===== config.mk =====
export PLATFORM = sky130hd
export DESIGN_NAME = hamming_scrub_ctrl
export DESIGN_NICKNAME = d
export VERILOG_FILES = /design/src/rtl/hamming_scrub_ctrl.sv
export SDC_FILE = /design/constraint.sdc
export NUM_CORES = 1
export LEC_CHECK = 0
export ABC_AREA = 1
export CAP_MARGIN = 20
export CELL_PAD_IN_SITES_DETAIL_PLACEMENT = 2
export CELL_PAD_IN_SITES_GLOBAL_PLACEMENT = 2
export CORE_MARGIN = 2
export CORE_UTILIZATION = 30
export DETAILED_ROUTE_END_ITERATION = 16
export GPL_ROUTABILITY_DRIVEN = 1
export PLACE_DENSITY_LB_ADDON = 0.1
export SLEW_MARGIN = 20
export SYNTH_ARGS = -nofsm -noshare
export SYNTH_HDL_FRONTEND = slang
export SYNTH_SLANG_ARGS = --single-unit
export TNS_END_PERCENT = 100

===== constraint.sdc =====
create_clock -name i_clk -period 2.7 [get_ports i_clk]
set_clock_uncertainty 0.2 [all_clocks]
set_input_delay 0.405 -clock i_clk [delete_from_list [all_inputs] [get_ports i_clk]]
set_output_delay 0.405 -clock i_clk [all_outputs]
set_load 0.02 [all_outputs]

===== src/rtl/hamming_scrub_ctrl.sv =====
// hamming_scrub_ctrl
// Background scrubber for a Hamming-protected memory. One pass reads every
// word from address 0 to DEPTH-1, recomputes parity, writes back words with
// a single correctable error and counts corrected / uncorrectable words.
//
// Ports
//   i_clk, i_rstn             clock, synchronous active-low reset
//   i_start, i_abort          launch a pass / stop at the next word boundary
//   i_interval[15:0]          idle cycles between consecutive words
//   o_busy, o_done            pass in progress / pass-completed pulse
//   o_mem_req, o_mem_we       memory request, 1=write 0=read
//   o_mem_addr[AW-1:0]        word address
//   o_mem_wdata[TW-1:0]       {parity, data} for write-back
//   i_mem_gnt                 request accepted this cycle
//   i_mem_rvalid, i_mem_rdata read return, same layout as wdata
//   o_corr_cnt, o_uncorr_cnt  saturating 16-bit word counts
//
// state   | meaning
// IDLE    | no pass running, counters hold last result
// GAP     | waiting the latched interval before the next word
// RD_REQ  | read request presented until granted
// RD_WAIT | waiting for read data
// CHECK   | syndrome evaluation, correct or count
// WR_REQ  | write-back of corrected word until granted
// NEXT    | word finished: done, abort, or advance address

module hamming_scrub_ctrl #(
  parameter int DW    = 10,
  parameter int PW    = 4,
  parameter int AW    = 8,
  parameter int DEPTH = 256
) (
  input  logic               i_clk,
  input  logic               i_rstn,
  input  logic               i_start,
  input  logic               i_abort,
  input  logic [15:0]        i_interval,
  output logic               o_busy,
  output logic               o_done,
  output logic               o_mem_req,
  output logic               o_mem_we,
  output logic [AW-1:0]      o_mem_addr,
  output logic [DW+PW-1:0]   o_mem_wdata,
  input  logic               i_mem_gnt,
  input  logic               i_mem_rvalid,
  input  logic [DW+PW-1:0]   i_mem_rdata,
  output logic [15:0]        o_corr_cnt,
  output logic [15:0]        o_uncorr_cnt
);

  localparam int TW = DW + PW;
  localparam logic [AW-1:0] LAST_ADDR = AW'(DEPTH - 1);

  typedef enum logic [2:0] {
    IDLE, GAP, RD_REQ, RD_WAIT, CHECK, WR_REQ, NEXT
  } state_t;

  state_t        state, state_nxt;
  logic [AW-1:0] addr;
  logic [TW-1:0] word_q;
  logic [TW-1:0] wdata_q;
  logic [TW-1:0] corrected;
  logic [15:0]   interval_q;
  logic [15:0]   gap_cnt;
  logic [15:0]   corr_cnt;
  logic [15:0]   uncorr_cnt;
  logic          abort_q;
  logic          done_q;
  logic [PW-1:0] syndrome;
  logic          correctable;
  logic          stop_now;

  // Codeword position (1..TW) of data bit k: the k-th position that is not
  // a power of two.
  function automatic int data_pos(input int k);
    int cnt;
    int pos;
    cnt = 0;
    pos = 0;
    for (int p = 1; p <= TW; p++) begin
      if ((p & (p - 1)) != 0) begin
        if (cnt == k) pos = p;
        cnt++;
      end
    end
    return pos;
  endfunction

  always_comb begin
    syndrome = word_q[TW-1:DW];
    for (int k = 0; k < DW; k++) begin
      for (int i = 0; i < PW; i++) begin
        if (((data_pos(k) >> i) & 1) != 0) syndrome[i] = syndrome[i] ^ word_q[k];
      end
    end
    correctable = (syndrome != '0) && (int'(syndrome) <= TW);

    // The syndrome names the codeword position in error; map it back onto
    // either a data bit or a parity bit of the stored layout.
    corrected = word_q;
    for (int k = 0; k < DW; k++) begin
      if (data_pos(k) == int'(syndrome)) corrected[k] = ~word_q[k];
    end
    for (int i = 0; i < PW; i++) begin
      if ((1 << i) == int'(syndrome)) corrected[DW+i] = ~word_q[DW+i];
    end
  end

  // An abort arriving in the NEXT cycle itself is honoured immediately.
  assign stop_now = abort_q | i_abort;

  always_comb begin
    state_nxt = state;
    o_busy    = 1'b1;
    o_mem_req = 1'b0;
    o_mem_we  = 1'b0;
    case (state)
      IDLE: begin
        o_busy = 1'b0;
        if (i_start) state_nxt = RD_REQ;
      end
      GAP: begin
        if (gap_cnt <= 16'd1) state_nxt = RD_REQ;
      end
      RD_REQ: begin
        o_mem_req = 1'b1;
        if (i_mem_gnt) state_nxt = RD_WAIT;
      end
      RD_WAIT: begin
        if (i_mem_rvalid) state_nxt = CHECK;
      end
      CHECK: begin
        state_nxt = correctable ? WR_REQ : NEXT;
      end
      WR_REQ: begin
        o_mem_req = 1'b1;
        o_mem_we  = 1'b1;
        if (i_mem_gnt) state_nxt = NEXT;
      end
      NEXT: begin
        if (addr == LAST_ADDR || stop_now) state_nxt = IDLE;
        else if (interval_q == 16'd0)      state_nxt = RD_REQ;
        else                               state_nxt = GAP;
      end
      default: state_nxt = IDLE;
    endcase
  end

  always_ff @(posedge i_clk) begin
    if (!i_rstn) begin
      state      <= IDLE;
      addr       <= '0;
      word_q     <= '0;
      wdata_q    <= '0;
      interval_q <= '0;
      gap_cnt    <= '0;
      corr_cnt   <= '0;
      uncorr_cnt <= '0;
      abort_q    <= 1'b0;
      done_q     <= 1'b0;
    end else begin
      state  <= state_nxt;
      done_q <= 1'b0;
      if (state != IDLE && i_abort) abort_q <= 1'b1;
      case (state)
        IDLE: begin
          if (i_start) begin
            addr       <= '0;
            corr_cnt   <= '0;
            uncorr_cnt <= '0;
            interval_q <= i_interval;
          end
        end
        GAP: gap_cnt <= gap_cnt - 16'd1;
        RD_WAIT: begin
          if (i_mem_rvalid) word_q <= i_mem_rdata;
        end
        CHECK: begin
          if (correctable) begin
            wdata_q <= corrected;
            if (corr_cnt != 16'hFFFF) corr_cnt <= corr_cnt + 16'd1;
          end else if (syndrome != '0) begin
            if (uncorr_cnt != 16'hFFFF) uncorr_cnt <= uncorr_cnt + 16'd1;
          end
        end
        NEXT: begin
          if (addr == LAST_ADDR) begin
            done_q <= 1'b1;
          end else if (!stop_now) begin
            addr    <= addr + 1'b1;
            gap_cnt <= interval_q;
          end
        end
        default: ;
      endcase
      if (state != IDLE && state_nxt == IDLE) abort_q <= 1'b0;
    end
  end

  assign o_done       = done_q;
  assign o_mem_addr   = addr;
  assign o_mem_wdata  = wdata_q;
  assign o_corr_cnt   = corr_cnt;
  assign o_uncorr_cnt = uncorr_cnt;

endmodule


* After elaboration in Yosys (flattened, before gate mapping)
Index checks and enable logic that the tools add are counted.
** Storage, ports and cells
- Register bits :: 105
- Bits of input ports :: 36
** Operators by class
- $add $sub $neg :: 4
- Magnitude comparators :: 2
- Eq/ne operators :: 31
- Mux-type cells :: 42
- Bitwise operators :: 40
- Reductions and logical operators :: 22
** Operator list (count)
- $mux W16 :: 8
- $pmux W16 S2 :: 3
- $add A16 B1 Y16 const B :: 2
- $eq A4 B4 Y1 const A :: 8
- $ne A16 B16 Y1 const B :: 2
- $mux W8 :: 3
- $xor A1 B1 Y1 :: 24
- $pmux W3 S7 :: 1
- $mux W1 :: 18
- $eq A3 B4 Y1 const A :: 4
- $le A16 B1 Y1 const B :: 1
- $logic_not A16 Y1 :: 1
- $ne A2 B2 Y1 const B :: 8
- $pmux W8 S2 :: 1
- $sub A16 B1 Y16 const B :: 1
- $mux W3 :: 5
- $not A1 Y1 :: 15
- $eq A3 B3 Y1 const B :: 3
- $add A8 B1 Y8 const B :: 1
- $eq A2 B4 Y1 const A :: 2
- $eq A8 B8 Y1 const B :: 1
- $reduce_and A2 Y1 :: 4
- $reduce_and A4 Y1 :: 2
- $eq A3 B2 Y1 const B :: 2
- 13 further kinds :: 21

* Longest topological paths before layout
Gate-level depths: netlist of the first run.
- Word-level depth :: 13
- Depth in mapped cells :: 18
- Gate-level depth less buffers :: 17

* Least setup slack after synthesis of the first run
Ideal clock, no wire load.
- Path type :: reg-to-reg
- Start point :: register addr[0] (netlist: o_mem_addr[0])
- End point :: register gap_cnt[3]
- Data arrival time :: 1885 ps
- Data required time :: 2381 ps
- Path slack :: 496 ps
- Cell stages (with the launch flop) :: 13
- Path through :: dfxtp_1 ha_1 nand2_1 nand3b_1 nor3_1 nor2_1 nand2_1 inv_1 nor2_2 inv_1 buf_2 o21ai_0 nor2_1
** Between the ends
- Cells in the longest elaborated chain, start to end :: 3
** RTL lines
- start, declared :: line 59 : logic [AW-1:0] addr;
- start signal, assigned :: line 190 : addr <= addr + 1'b1;
- $eq A8 B8 Y1 :: line 187 : if (addr == LAST_ADDR) begin
- $ne A2 B2 Y1 (no line)
- $reduce_and A3 Y1 (no line)
- end signal, assigned :: line 174 : GAP: gap_cnt <= gap_cnt - 16'd1;
- end signal, assigned :: line 191 : gap_cnt <= interval_q;
- end, declared :: line 64 : logic [15:0] gap_cnt;
No other way between the ends.
A chain may end at the register's enable or synchronous reset.

* Final worst setup path of the first run
- Start point :: register state[0]
- End point :: output port o_busy
** Between the ends
- Cells in the longest elaborated chain, start to end :: 2
** RTL lines
- start, declared :: line 58 : state_t state, state_nxt;
- start signal, assigned :: line 162 : state <= state_nxt;
- $logic_not A3 Y1 :: line 117 : case (state)
- $mux W1 :: line 117
- end, declared :: line 38 : output logic o_busy,
No other way between the ends.

==> flow_summary.yaml, run 1 <==
hold_path:
  hold_path.startpoint: "i_rstn"
  hold_depth: 3
  min_to: "interval_q[12]"
  hold_path.class: "in -> reg"
yosys:
  ys_ff_latch: 105
  yosysSeqAreaShare: 0.3427
  synth_ff_type: "dfxtp_1"
  async_flop_share: 0
  synthTopCellsByArea: "dfxtp_1 (34%), nand2_1 (10%), a21oi_1 (7.3%)"
  synth_top_area_cell: "dfxtp_1"
  synth.most_common_cell: "nand2_1"
  yosysUniqueCellTypes: 45
  yosysTopAreaCellShare: 0.3427
  yosysWarningCount: 0
  synth-edff-count: 0
  syn_area_um2: 6133
  synth_common_cells: "nand2_1 (169), dfxtp_1 (105), nor2_1 (93)"
  synth.avg_cell_area_um2: 6.978
  syn-num-nets: 920
  syn-instance-count: 879
finish:
  fillers: 2412
  final_layout_size_suffix_gt1_frac: 0.1156
  multiInputGateArea_um2: 3560
  regArea_um2: 2103
  synthToLayoutAreaGrowth_pct: 25.38
  insertedDiodeCount: 0
  nNetsFinal: 1006
sta:
  drv_slew: 0
  timing.final.crit_share: 0.9429
  tightestPinTransition_ns: 0.5686
  max_slew_margin: 0.6174
  fmax_mhz: 392.8
  period_minus_slack_ns: 2.546
  fin_setup_tns_ns: 0
  setup-violations-final: 0
  hold_viol: 0
  rsz0062_at_grt: "no"
route:
  drt_wl_total_um: 21960
  drc: 0
  firstDrtPassIters: 4
  dr_total_vias: 6305
  wl_per_cell_um: 17.72
  drtIter0Drc: 125
  ant_nets: 0
  viasPerCell: 5.089
die:
  dieArea_um2: 21600
  core_area_um2: 20170
  initial_core_util: 0.3041
  io_pins: 94
  chipWidth_um: 147.0
  die_y_um: 147.0
  std_cell_rows: 52
clock_tree:
  clkTransAtPathRegs_ns: 0.08
  h-tree-depth: 3
  clk_path_buf_depth: 2
  cts_tree: "yes"
  numCtsBuffers: 9
  root_buffer: "clkbuf_16"
  clkSinkCount: 105
  post_cts_buffers: 0
  clock_latency_ns: 0.36
global_routing:
  track_usage: 0.2084
  overflow: 0
  antenna_found_initial: 1
  grt_pass1_vias: 7039
  grt_pass1_wl_um: 36620
  grt_max_degree: 32
placed_design:
  post-dp-hpwl_um: 16220
  io_buffers: 93
  gp_congestion: 0.8170
critical_path:
  critPathLaunchType: "register"
  cp_top_family: "buffers and inverters"
  cp.required_ns: 2.10
  cp_data_arrival_time_ns: 1.94
  endpoint_kind: "output pin"
  worstReg2RegEnd: "gap_cnt[0]"
  worstReg2RegStart: "o_mem_addr[0]"
  crit_chain: "nor2_1, inv_2, nor2_1, buf_4, inv_1, clkdlybuf4s50_1"
  worstPathMaxFanout: 6
  worst-r2r-cell-count: 12
  worst-path-buf-inv: 4
  critical_path_class: "reg -> out"
  reg2reg_slack_ns: 0.27
  cpPeakStageDelay_ns: 0.63
  cp_slowest_cell: "clkdlybuf4s50_1"
  critPathMostFrequentCell: "nor2_1"
power:
  power.density_nw_per_um2: 571.5
  peakVddDrop_uv: 289.5
  p_leak_nw: 2.799
  finalPower_mw: 4.395
status:
  status: "completed"
run:
  drv_cap: 0
[per-layer routing]
metal	up-vias	track usage	part of all wire
met5	-	0	0
met4	0	0.04952	0.010
met3	15	0.02981	0.024
met2	73	0.3808	0.50
met1	3124	0.2588	0.47
li1	3093	-	-
[logic make-up after synthesis]
| kind of cell | share of synthesized area |
|---|---|
| AOI/OAI and AO/OA | 0.1652 |
| adders and majority gates | 0.01020 |
| buffers and inverters | 0.07956 |
| and+or+nand+nor | 0.3380 |
| DFF | 0.3427 |
| xor gates and xnor gates | 0.06426 |
[per-stage QoR]
stage | cells | hold WS (ns) | worst slack (ns) | area (µm²) | utilization
global placement | 1224 | 0.2594 | 0.1895 | 7343 | 0.3641
finish | 1239 | 0.2702 | 0.1543 | 7690 | 0.3813
detailed placement | 1224 | 0.2755 | -0.02706 | 7343 | 0.3641
floorplan | 879 | 0.2366 | 0.4962 | 6133 | -
CTS | 1239 | 0.2704 | 0.1224 | 7682 | 0.3809
global route | 1239 | 0.3097 | 0.01317 | 7690 | 0.3813
[where the power goes]
| group | total, mW | internal [mW] | switching (mW) |
|---|---|---|---|
| Clock | 1.51 | 0.862 | 0.649 |
| Sequential | 1.72 | 1.63 | 0.0848 |
| Combinational | 1.17 | 0.406 | 0.759 |
[final cells by class]
class,instances,area share
Clock inverter,4,0.009925
Inverter,72,0.03596
Clock buffer,11,0.03287
Timing Repair Buffer,114,0.1409
Sequential cell,105,0.2735
Multi-Input combinational cell,663,0.4629
Tap cell,270,0.04393
[state kept, by name, summed over array words and instances (netlist names)]
| signal | cells |
|---|---|
| abort_q | 1 |
| gap_cnt | 16 |
| interval_q | 16 |
| o_corr_cnt | 16 |
| o_done | 1 |
| o_mem_addr | 8 |
| o_mem_wdata | 14 |
| o_uncorr_cnt | 16 |
| state | 3 |
| word_q | 14 |
[how the worst max path moves through the flow]
| stage | startpoint | endpoint | slack [ns] | depth (start not counted) |
|---|---|---|---|---|
| 2_1_floorplan | o_mem_addr[0] | gap_cnt[3] | 0.50 | 12 |
| 4_1_cts | state[1] | o_busy | 0.12 | 6 |
| 5_1_grt | state[1] | o_mem_req | 0.01 | 5 |
| 3_5_place_dp | word_q[6] | o_uncorr_cnt[2] | -0.03 | 14 |
| 6_report | state[0] | o_busy | 0.15 | 6 |
| 3_3_place_gp | word_q[6] | o_uncorr_cnt[3] | 0.19 | 14 |
[cells in the final DEF (no fill, tap or decap), types with 2 or more instances in the layout]
cell	synthesis	routed
nand3_2	5	4
o211ai_1	2	2
nand2_8	1	2
a21oi_1	90	90
xor2_1	34	34
inv_1	55	55
nand3_1	58	58
ha_1	5	5
nand4_1	29	29
nand2_1	169	169
a211oi_1	6	6
nor4_1	9	9
o21ai_0	64	64
a21oi_2	10	10
buf_4	3	21
xnor2_1	11	11
inv_4	2	2
nor2_1	93	93
nand2_4	9	8
a31oi_1	4	4
nand2_2	21	21
clkbuf_8	0	2
clkbuf_16	0	9
nand3b_1	4	4
o21ai_1	7	7
nor3_1	15	15
bufinv_16	0	2
nor2_4	2	2
or2_2	3	3
inv_2	13	13
dfxtp_1	105	104
nor2_8	4	4
clkdlybuf4s50_1	0	92
[timing repair]
| action | in CTS | in global routing |
|---|---|---|
| gates resized for setup | 2 | 1 |
| pin swaps | 0 | 0 |
| gates cloned | 0 | 0 |
| hold buffers | 0 | 0 |
| endpoints found under the setup margin | 4 | 13 |
[worst min-delay path: stages]
cell	delay (ns)
buf_2	0.11
inv_2	0.14
a21oi_1	0.14
Power figures use the tool's default switching activity.
==> run 2: changes to the inputs <==
--- a/config.mk
+++ b/config.mk
@@ -14,6 +14,7 @@
 export DETAILED_ROUTE_END_ITERATION = 16
 export GPL_ROUTABILITY_DRIVEN = 1
 export PLACE_DENSITY_LB_ADDON = 0.1
+export REMOVE_ABC_BUFFERS = 1
 export SLEW_MARGIN = 20
 export SYNTH_ARGS = -nofsm -noshare
 export SYNTH_HDL_FRONTEND = slang
==> flow_summary.yaml, run 2 (synthesized netlist as in run 1, its figures left out) <==
status:
  status: "completed"
sta:
  drv_slew: 0
  fin_setup_tns_ns: 0
  fmax_mhz: 402.6
  timing.final.crit_share: 0.9200
  hold_viol: 0
  period_minus_slack_ns: 2.484
  whs_ns: 0.2703
  rsz0062_at_grt: "no"
  setup-violations-final: 0
  max_slew_margin: 0.5723
  tightestPinTransition_ns: 0.6416
clock_tree:
  clk_path_buf_depth: 2
  clkSinkCount: 105
  clkTransAtPathRegs_ns: 0.08
  ctsHoldBuffers: 0
  h-tree-depth: 3
  post_cts_buffers: 0
  clock_latency_ns: 0.36
  root_buffer: "clkbuf_16"
  cts_tree: "yes"
  numCtsBuffers: 9
power:
  power.density_nw_per_um2: 564.0
  peakVddDrop_uv: 283.8
  p_leak_nw: 2.799
  finalPower_mw: 4.333
run:
  drv_cap: 0
route:
  drt_wl_total_um: 21530
  viasPerCell: 5.079
  firstDrtPassIters: 4
  dr_total_vias: 6288
  wl_per_cell_um: 17.39
  drc: 0
  drtIter0Drc: 243
  ant_nets: 0
finish:
  nNetsFinal: 1005
  synthToLayoutAreaGrowth_pct: 25.26
  final_common_cell: "nand2_1"
  final_layout_size_suffix_gt1_frac: 0.1157
  most-common-layout-cells: "nand2_1 (169), dfxtp_1 (105), nor2_1 (92), clkdlybuf4s50_1 (92), a21oi_1 (90)"
  insertedDiodeCount: 0
  finalNonFillerCells: 1238
global_routing:
  track_usage: 0.2037
  grt_pass1_wl_um: 35800
  overflow: 0
  antenna_found_initial: 0
  grt_pass1_vias: 6824
  grt_max_degree: 47
critical_path:
  cp_data_arrival_time_ns: 2.51
  critPathLaunchType: "register"
  critical_path_class: "reg -> reg"
  worstPathMaxFanout: 8
  endpoint_kind: "register"
  cp.required_ns: 2.73
die:
  io_pins: 94
  chipWidth_um: 147.0
  initial_core_util: 0.3041
  std_cell_rows: 52
  dieArea_um2: 21600
  core_area_um2: 20170
  die_y_um: 147.0
placed_design:
  post-dp-hpwl_um: 15870
  dp.cells: 1223
  io_buffers: 93
  gp_congestion: 0.8086
hold_path:
  hold_path.class: "reg -> reg"
-- run 2: cell types whose count changed in the layout (fill, tap and decap cells not counted), sizes merged --
cell,change
clkinv,+1
clkbuf,-1
clkinvlp,-1
inv,+1
buf,-1
-- run 2: layout make-up --
class                           count  area (µm²)
Clock buffer                       10       239.0
Sequential cell                   105        2102
Inverter                           72       276.5
Fill cell                        2407       12490
Tap cell                          270       337.8
Timing Repair Buffer              113        1089
Clock inverter                      5       78.83
Multi-Input combinational cell    663        3560
-- run 2: worst max-delay path, stage by stage (launching register included) --
cell and delay [ns]:
dfxtp_1 0.41, ha_1 0.21, nand2_1 0.08, nand3b_1 0.21, nor3_2 0.25, nor2_1 0.07
nand2_1 0.08, inv_1 0.07, nor2_2 0.11, inv_1 0.16, buf_4 0.19, o21ai_0 0.21
a31oi_1 0.09
-- run 2: final timing paths --
check / start / to / slack [ns] / depth (start not counted)
max: o_mem_addr[0] / gap_cnt[2] / 0.22 / 12
min: interval_q[8] / interval_q[8] / 0.27 / 2
max reg2reg: o_mem_addr[0] / gap_cnt[2] / 0.22 / 12
min reg2reg: interval_q[8] / interval_q[8] / 0.27 / 2
-- run 2: where the power goes --
| part | leakage [nW] | switching (mW) | internal [mW] |
|---|---|---|---|
| sequential | 0.851 | 0.0885 | 1.63 |
| combinational | 1.79 | 0.740 | 0.390 |
| clock | 0.159 | 0.645 | 0.836 |
-- run 2: timing repair --
action                                 4_1_cts  5_1_grt
endpoints found under the hold margin        0        0
gates resized for setup                      0        3
setup endpoints to repair                    0        5
-- run 2: per-stage QoR --
step,setup WS (ns),area [µm²],util
after floorplan,0.2509,5922,-
after global placement,0.3057,7348,0.3643
after detailed placement,0.1766,7348,0.3643
after CTS,0.1183,7666,0.3801
after global routing,0.0009668,7682,0.3809
final,0.2161,7682,0.3809
-- run 2: per-layer routing --
metal	global-route usage	wire length, µm	vias up
met5	0	0	-
met4	0.04808	243	0
met3	0.02640	451	17
met2	0.3603	10780	66
met1	0.2646	10050	3111
li1	-	-	3094
==> run 3: changes to the inputs <==
--- a/config.mk
+++ b/config.mk
@@ -11,6 +11,7 @@
 export CELL_PAD_IN_SITES_GLOBAL_PLACEMENT = 2
 export CORE_MARGIN = 2
 export CORE_UTILIZATION = 30
+export CTS_CLUSTER_SIZE = 20
 export DETAILED_ROUTE_END_ITERATION = 16
 export GPL_ROUTABILITY_DRIVEN = 1
 export PLACE_DENSITY_LB_ADDON = 0.1
==> results of run 3 <==
Final layout, timing and power as in run 2 (identical DEF).
